**src/rtl/noc_pkg.sv**
```systemverilog
// Shared NoC definitions: flit id encodings, flit field positions and a width helper.
package noc_pkg;

  localparam int unsigned FLIT_ID_W = 3;
  localparam logic [FLIT_ID_W-1:0] FLIT_HEADER = 3'b001;
  localparam logic [FLIT_ID_W-1:0] FLIT_BODY   = 3'b010;
  localparam logic [FLIT_ID_W-1:0] FLIT_TAIL   = 3'b100;

  // Field MSBs given as bit offsets below the flit MSB (DATA_WIDTH-1).
  localparam int unsigned FLIT_ID_MSB = 0;
  localparam int unsigned LEN_MSB     = 3;
  localparam int unsigned LEN_W       = 12;

  typedef enum logic {
    OPA_IDLE,
    OPA_LOCKED
  } opa_state_e;

  // Ceiling log2 with a minimum of one bit.
  function automatic int unsigned clog2(input int unsigned n);
    int unsigned r;
    r = 0;
    while ((64'd1 << r) < 64'(n)) r++;
    return (r == 0) ? 1 : r;
  endfunction

endpackage

```
**src/rtl/noc_rr_arbiter.sv**
```systemverilog
// Combinational round-robin pick: first request at or after ptr, wrapping modulo NUM_IN.
module noc_rr_arbiter
  import noc_pkg::*;
#(
  parameter int unsigned NUM_IN = 5
) (
  input  logic [NUM_IN-1:0]        req,
  input  logic [clog2(NUM_IN)-1:0] ptr,
  output logic [NUM_IN-1:0]        gnt,
  output logic [clog2(NUM_IN)-1:0] idx
);

  localparam int unsigned IDX_W = clog2(NUM_IN);

  logic             found;
  logic [IDX_W-1:0] pos;

  always_comb begin
    gnt   = '0;
    idx   = '0;
    found = 1'b0;
    pos   = '0;
    for (int unsigned k = 0; k < NUM_IN; k++) begin
      pos = (32'(ptr) + k >= NUM_IN) ? IDX_W'(32'(ptr) + k - NUM_IN) : IDX_W'(32'(ptr) + k);
      if (!found && req[pos]) begin
        found    = 1'b1;
        gnt[pos] = 1'b1;
        idx      = pos;
      end
    end
  end

endmodule

```
**src/rtl/noc_out_port_alloc.sv**
```systemverilog
// Output-port allocator: round-robin header arbitration, wormhole lock by length, credit flow control.
// Optional stall watchdog enabled with `define NOC_OPA_WATCHDOG_EN.
module noc_out_port_alloc
  import noc_pkg::*;
#(
  parameter int unsigned NUM_IN      = 5,
  parameter int unsigned DATA_WIDTH  = 32,
  parameter int unsigned CREDITS     = 4,
  parameter int unsigned WDOG_CYCLES = 1024
) (
  input  logic                         clk,
  input  logic                         rst,
  input  logic [NUM_IN-1:0]            req,
  input  logic [NUM_IN*DATA_WIDTH-1:0] in_flit,
  output logic [NUM_IN-1:0]            grant,
  output logic [DATA_WIDTH-1:0]        out_flit,
  output logic                         out_valid,
  input  logic                         credit_in,
  output logic                         busy,
  output logic [clog2(NUM_IN)-1:0]     owner,
  output logic [clog2(CREDITS+1)-1:0]  credits,
  output logic                         stall_err
);

  localparam int unsigned IDX_W  = clog2(NUM_IN);
  localparam int unsigned CRD_W  = clog2(CREDITS + 1);
  localparam int unsigned ID_TOP = DATA_WIDTH - 1 - FLIT_ID_MSB;
  localparam int unsigned LEN_TOP = DATA_WIDTH - 1 - LEN_MSB;
  localparam logic [CRD_W-1:0] CRD_MAX = CRD_W'(CREDITS);

  if (NUM_IN < 2 || NUM_IN > 16 || CREDITS < 1 || CREDITS > 255 ||
      WDOG_CYCLES == 0 || WDOG_CYCLES > 65535) begin : g_bad_param
    $error("noc_out_port_alloc: parameter out of range");
  end

  opa_state_e           state;
  logic [IDX_W-1:0]     rr_ptr;
  logic [LEN_W-1:0]     remaining;
  logic [NUM_IN-1:0]    hdr_req;
  logic [NUM_IN-1:0]    arb_gnt;
  logic [IDX_W-1:0]     arb_idx;
  logic [NUM_IN-1:0]    grant_c;
  logic                 gnt_any;
  logic [DATA_WIDTH-1:0] sel_flit;
  logic [LEN_W-1:0]     hdr_len;

  function automatic logic [IDX_W-1:0] wrap_inc(input logic [IDX_W-1:0] i);
    return (i == IDX_W'(NUM_IN - 1)) ? '0 : i + IDX_W'(1);
  endfunction

  // Only header flits may open a new packet.
  for (genvar i = 0; i < NUM_IN; i++) begin : g_hdr
    assign hdr_req[i] = req[i] && (in_flit[i*DATA_WIDTH + ID_TOP -: FLIT_ID_W] == FLIT_HEADER);
  end

  noc_rr_arbiter #(.NUM_IN(NUM_IN)) u_arb (
    .req (hdr_req),
    .ptr (rr_ptr),
    .gnt (arb_gnt),
    .idx (arb_idx)
  );

  // Grant decode from registered state only; credit_in never reaches grant.
  always_comb begin
    grant_c = '0;
    if (!rst && credits != '0) begin
      if (state == OPA_LOCKED) grant_c[owner] = req[owner];
      else                     grant_c = arb_gnt;
    end
  end

  assign grant   = grant_c;
  assign gnt_any = |grant_c;

  always_comb begin
    sel_flit = '0;
    for (int unsigned i = 0; i < NUM_IN; i++) begin
      if (grant_c[i]) sel_flit = in_flit[i*DATA_WIDTH +: DATA_WIDTH];
    end
  end

  assign hdr_len = sel_flit[LEN_TOP -: LEN_W];

  always_ff @(posedge clk or posedge rst) begin
    if (rst) begin
      state     <= OPA_IDLE;
      rr_ptr    <= '0;
      remaining <= '0;
      owner     <= '0;
      busy      <= 1'b0;
      credits   <= CRD_MAX;
      out_valid <= 1'b0;
      out_flit  <= '0;
    end else begin
      out_valid <= gnt_any;
      if (gnt_any) out_flit <= sel_flit;

      // Simultaneous grant and returned credit cancel; a return at full is dropped.
      if (gnt_any && !credit_in)
        credits <= credits - CRD_W'(1);
      else if (!gnt_any && credit_in && credits != CRD_MAX)
        credits <= credits + CRD_W'(1);

      case (state)
        OPA_IDLE: begin
          if (gnt_any) begin
            if (hdr_len <= LEN_W'(1)) begin
              rr_ptr <= wrap_inc(arb_idx);
            end else begin
              state     <= OPA_LOCKED;
              busy      <= 1'b1;
              owner     <= arb_idx;
              remaining <= hdr_len - LEN_W'(1);
            end
          end
        end
        OPA_LOCKED: begin
          if (gnt_any) begin
            remaining <= remaining - LEN_W'(1);
            if (remaining == LEN_W'(1)) begin
              state  <= OPA_IDLE;
              busy   <= 1'b0;
              owner  <= '0;
              rr_ptr <= wrap_inc(owner);
            end
          end
        end
        default: state <= OPA_IDLE;
      endcase
    end
  end

`ifdef NOC_OPA_WATCHDOG_EN
  localparam logic [15:0] WD_LIMIT = 16'(WDOG_CYCLES);

  logic [15:0] wd_cnt;

  // Counts locked cycles without progress; the error flag is sticky until reset.
  always_ff @(posedge clk or posedge rst) begin
    if (rst) begin
      wd_cnt    <= '0;
      stall_err <= 1'b0;
    end else if (state == OPA_LOCKED && !gnt_any) begin
      if (wd_cnt != WD_LIMIT) wd_cnt <= wd_cnt + 16'd1;
      if (wd_cnt + 16'd1 == WD_LIMIT) stall_err <= 1'b1;
    end else begin
      wd_cnt <= '0;
    end
  end
`else
  assign stall_err = 1'b0;
`endif

endmodule

```
**config.mk**
```make
export PLATFORM = sky130hd
export DESIGN_NAME = noc_out_port_alloc
export DESIGN_NICKNAME = d
export VERILOG_FILES = /design/src/rtl/noc_pkg.sv /design/src/rtl/noc_rr_arbiter.sv /design/src/rtl/noc_out_port_alloc.sv
export SDC_FILE = /design/constraint.sdc
export NUM_CORES = 1
export LEC_CHECK = 0
export CAP_MARGIN = 30
export CORE_MARGIN = 2
export CORE_UTILIZATION = 48
export DETAILED_ROUTE_END_ITERATION = 10
export PLACE_DENSITY = 0.88
export SYNTH_ARGS = -nofsm -noshare
export SYNTH_HDL_FRONTEND = slang
export SYNTH_SLANG_ARGS = --single-unit
```
**constraint.sdc**
```tcl
create_clock -name clk -period 12.3 [get_ports clk]
set_input_delay 3.69 -clock clk [delete_from_list [all_inputs] [get_ports clk]]
set_output_delay 3.69 -clock clk [all_outputs]
set_load 0.01 [all_outputs]
```
==> out/metrics.yaml <==
global_routing:
  overflow: 0
  grt_usage: 0.3720
  antenna_found_initial: 1
  grt_max_degree: 57
  first_global_vias: 6129
  grt_pass1_wl_um: 33530
route:
  wl_per_cell_um: 23.04
  routed_via_density: 6.621
  drt_pass1_iterations: 8
  routed-via-count: 6436
  drt_iter0_drc: 1086
  drt-total-wl_um: 22390
  ant_nets: 0
  route.detailed.drc: 0
die:
  dieArea_mm2: 0.01179
  die_y_um: 108.6
  pin_count: 214
  die_x_um: 108.6
  core-area_mm2: 0.01075
  rows: 38
  start_util: 0.4886
cells_and_area:
  final_common_cell: "clkdlybuf4s50_1"
  area_delta_synth_final_pct: 43.80
  fin_util: 0.7026
  drive_gt1_frac: 0.06611
  fin_nets: 1017
  antenna_cells: 0
  layout.cells.non_filler: 972
  final_cell_mix: "clkdlybuf4s50_1, nand2_1, dfrtp_1"
placement:
  dp_slack_ns: 1.273
  placedCellCount: 964
  gp_congestion: 0.9844
  hpwlAfterDp_um: 17710
  portBuffers: 212
yosys:
  async_reset_ff_frac: 1.000
  yosysSeqAreaShare: 0.2672
  synth_cells: 639
  synth_edf_count: 0
  synth_cell_types: 89
  syn_area_mm2: 0.005250
  yosys_warnings: 0
  synth_ff_type: "dfrtp_1"
  ys_ff_latch: 56
  avgSynthCellArea_um2: 8.216
  synth_nets: 825
timing:
  grt_setup_unrepaired: "no"
  skew_ns: 0.01409
  relSlewSlack: 0.3445
  setup-tns-final_ns: 0
  fin_ws_ns: 1.179
  hold_violations: 0
  slew_violations: 0
  setup_viol: 0
  fmax_ghz: 0.08992
  worst_pin_slew_ns: 0.9833
  final.min_clock_period_ns: 11.12
  fin_crit_sh: 0.9041
flow_run:
  drv_cap: 0
clocking:
  clkSinkCount: 56
  cts_tree: "yes"
  clock_latency_ns: 0.33
  postCtsHoldBufs: 0
  clk_pin_slew_worst_paths_ns: 0.12
  cts_root_buffer: "clkbuf_8"
  cts_resized: 0
  cts_buffers: 5
  cts.htree.levels: 2
  postCtsSetupRepairBufs: 0
  clock_tree.buffer_depth: 2
critical_path:
  crit_fanout: 32
  cp.arrival_ns: 7.43
  path_class: "input port to output port"
  endpoint_kind: "output port"
  cp.required_ns: 8.61
  start_kind: "input port"
power:
  ir_drop_uv: 82.96
  p_total_w: 0.0007317
  leakagePower_nw: 3.073
  power.density_mw_per_mm2: 96.92
status:
  status: "complete, no violations"
min_path:
  holdCritPathClass: "register to register"
[layout make-up]
type / count / area [µm²]
multi-input combinational: 520 / 3581
clock buffer: 5 / 68.82
fill: 848 / 3196
sequential: 56 / 1403
tap: 140 / 175.2
timing repair buffer: 223 / 2205
clock inverter: 3 / 23.77
inverter: 25 / 93.84
[metal layers]
| metal | wire length (µm) | track usage | vias to the layer above |
|---|---|---|---|
| met5 | 9 | 0 | - |
| met4 | 990 | 0.1484 | 2 |
| met3 | 2109 | 0.07836 | 72 |
| met2 | 10340 | 0.5830 | 423 |
| met1 | 8946 | 0.5000 | 3069 |
| li1 | - | - | 2870 |
[final timing paths]
kind / start / endpoint / slack, ns / cells after the start
setup / recovery: in_flit[126] / grant[1] / 1.18 / 10
hold / removal: out_flit[25]$_DFFE_PP0P_ / out_flit[25]$_DFFE_PP0P_ / 0.49 / 1
setup reg to reg: rr_ptr[0]$_DFFE_PP0P_ / owner[1]$_DFFE_PP0P_ / 5.06 / 18
hold reg to reg: out_flit[25]$_DFFE_PP0P_ / out_flit[25]$_DFFE_PP0P_ / 0.49 / 1
max in group asynchronous: rst / out_flit[16]$_DFFE_PP0P_ / 7.92 / 3
min in group asynchronous: rst / out_flit[22]$_DFFE_PP0P_ / 3.90 / 3
[synthesized netlist by cell type (all sizes together), types with 3 or more instances]
library cell	n	area share
a31oi	11	0.013
and3	6	0.0072
nand2	73	0.052
a221oi	6	0.014
or3	4	0.0048
and2	8	0.0095
dfrtp	55	0.26
o21a	6	0.0088
o211ai	5	0.0072
a31o	3	0.0050
o31ai	10	0.017
nor2	44	0.032
a22oi	26	0.037
nor4	7	0.011
xnor2	8	0.013
or4bb	3	0.0064
a2111oi	3	0.0057
o22ai	6	0.0072
nor2b	6	0.0072
nor4bb	4	0.0076
mux2	4	0.0086
a211oi	5	0.0081
o21ai	30	0.032
a21oi	29	0.028
a221o	9	0.017
inv	24	0.017
nor3	15	0.016
a21boi	3	0.0043
o32a	3	0.0057
or2	3	0.0036
buf	17	0.020
ha	16	0.038
or4	4	0.0057
nand2b	8	0.0095
a222oi	24	0.046
mux2i	16	0.031
a21o	12	0.017
nand4	9	0.011
nand3	40	0.038
clkbuf	21	0.015
xor2	7	0.012
nor3b	5	0.0072
[critical path, cell delays in order]
cell and delay, ns:
clkdlybuf4s50_1 0.53, nand4bb_1 0.31, or2_2 0.19, a21oi_1 0.08
o31ai_2 0.75, nand3_1 0.29, nor3b_1 0.41, o21a_2 0.17
buf_4 0.36, clkdlybuf4s50_1 0.63
[sequential cells by signal (all words and copies together) (netlist names)]
name and count:
remaining 12, out_valid 1, state 1, credits 3, busy 1, owner 3, rr_ptr 3, out_flit 32
[metrics by stage]
stage / hold WS, ns / area [µm²]
floorplan: 0.5140 / 5250
global placement: 0.4602 / 7457
detailed placement: 0.4691 / 7457
CTS: 0.4948 / 7550
global route: 0.5133 / 7550
finish: 0.4944 / 7550
[report_power, final]
group,total [W],switching [W],internal [W]
combinational,0.000350,0.000159,0.000191
clock,0.000107,0.0000666,0.0000406
sequential,0.000274,0.0000416,0.000233
total,0.000732,0.000267,0.000465
[kinds of logic (layout without fill, tap and decap cells)]
family / count (synthesis) / in the layout / share of synthesized area
and+or+nand+nor: 248 / 248 / 0.2486
AOI/OAI and AO/OA: 218 / 218 / 0.3210
buffers and inverters: 63 / 256 / 0.05267
DFF: 56 / 56 / 0.2672
muxes: 20 / 20 / 0.03908
adders and majority gates: 18 / 18 / 0.04576
xor gates and xnor gates: 15 / 15 / 0.02502
other: 1 / 1 / 0.0007143
No activity file was read; power rests on OpenSTA's default activity.
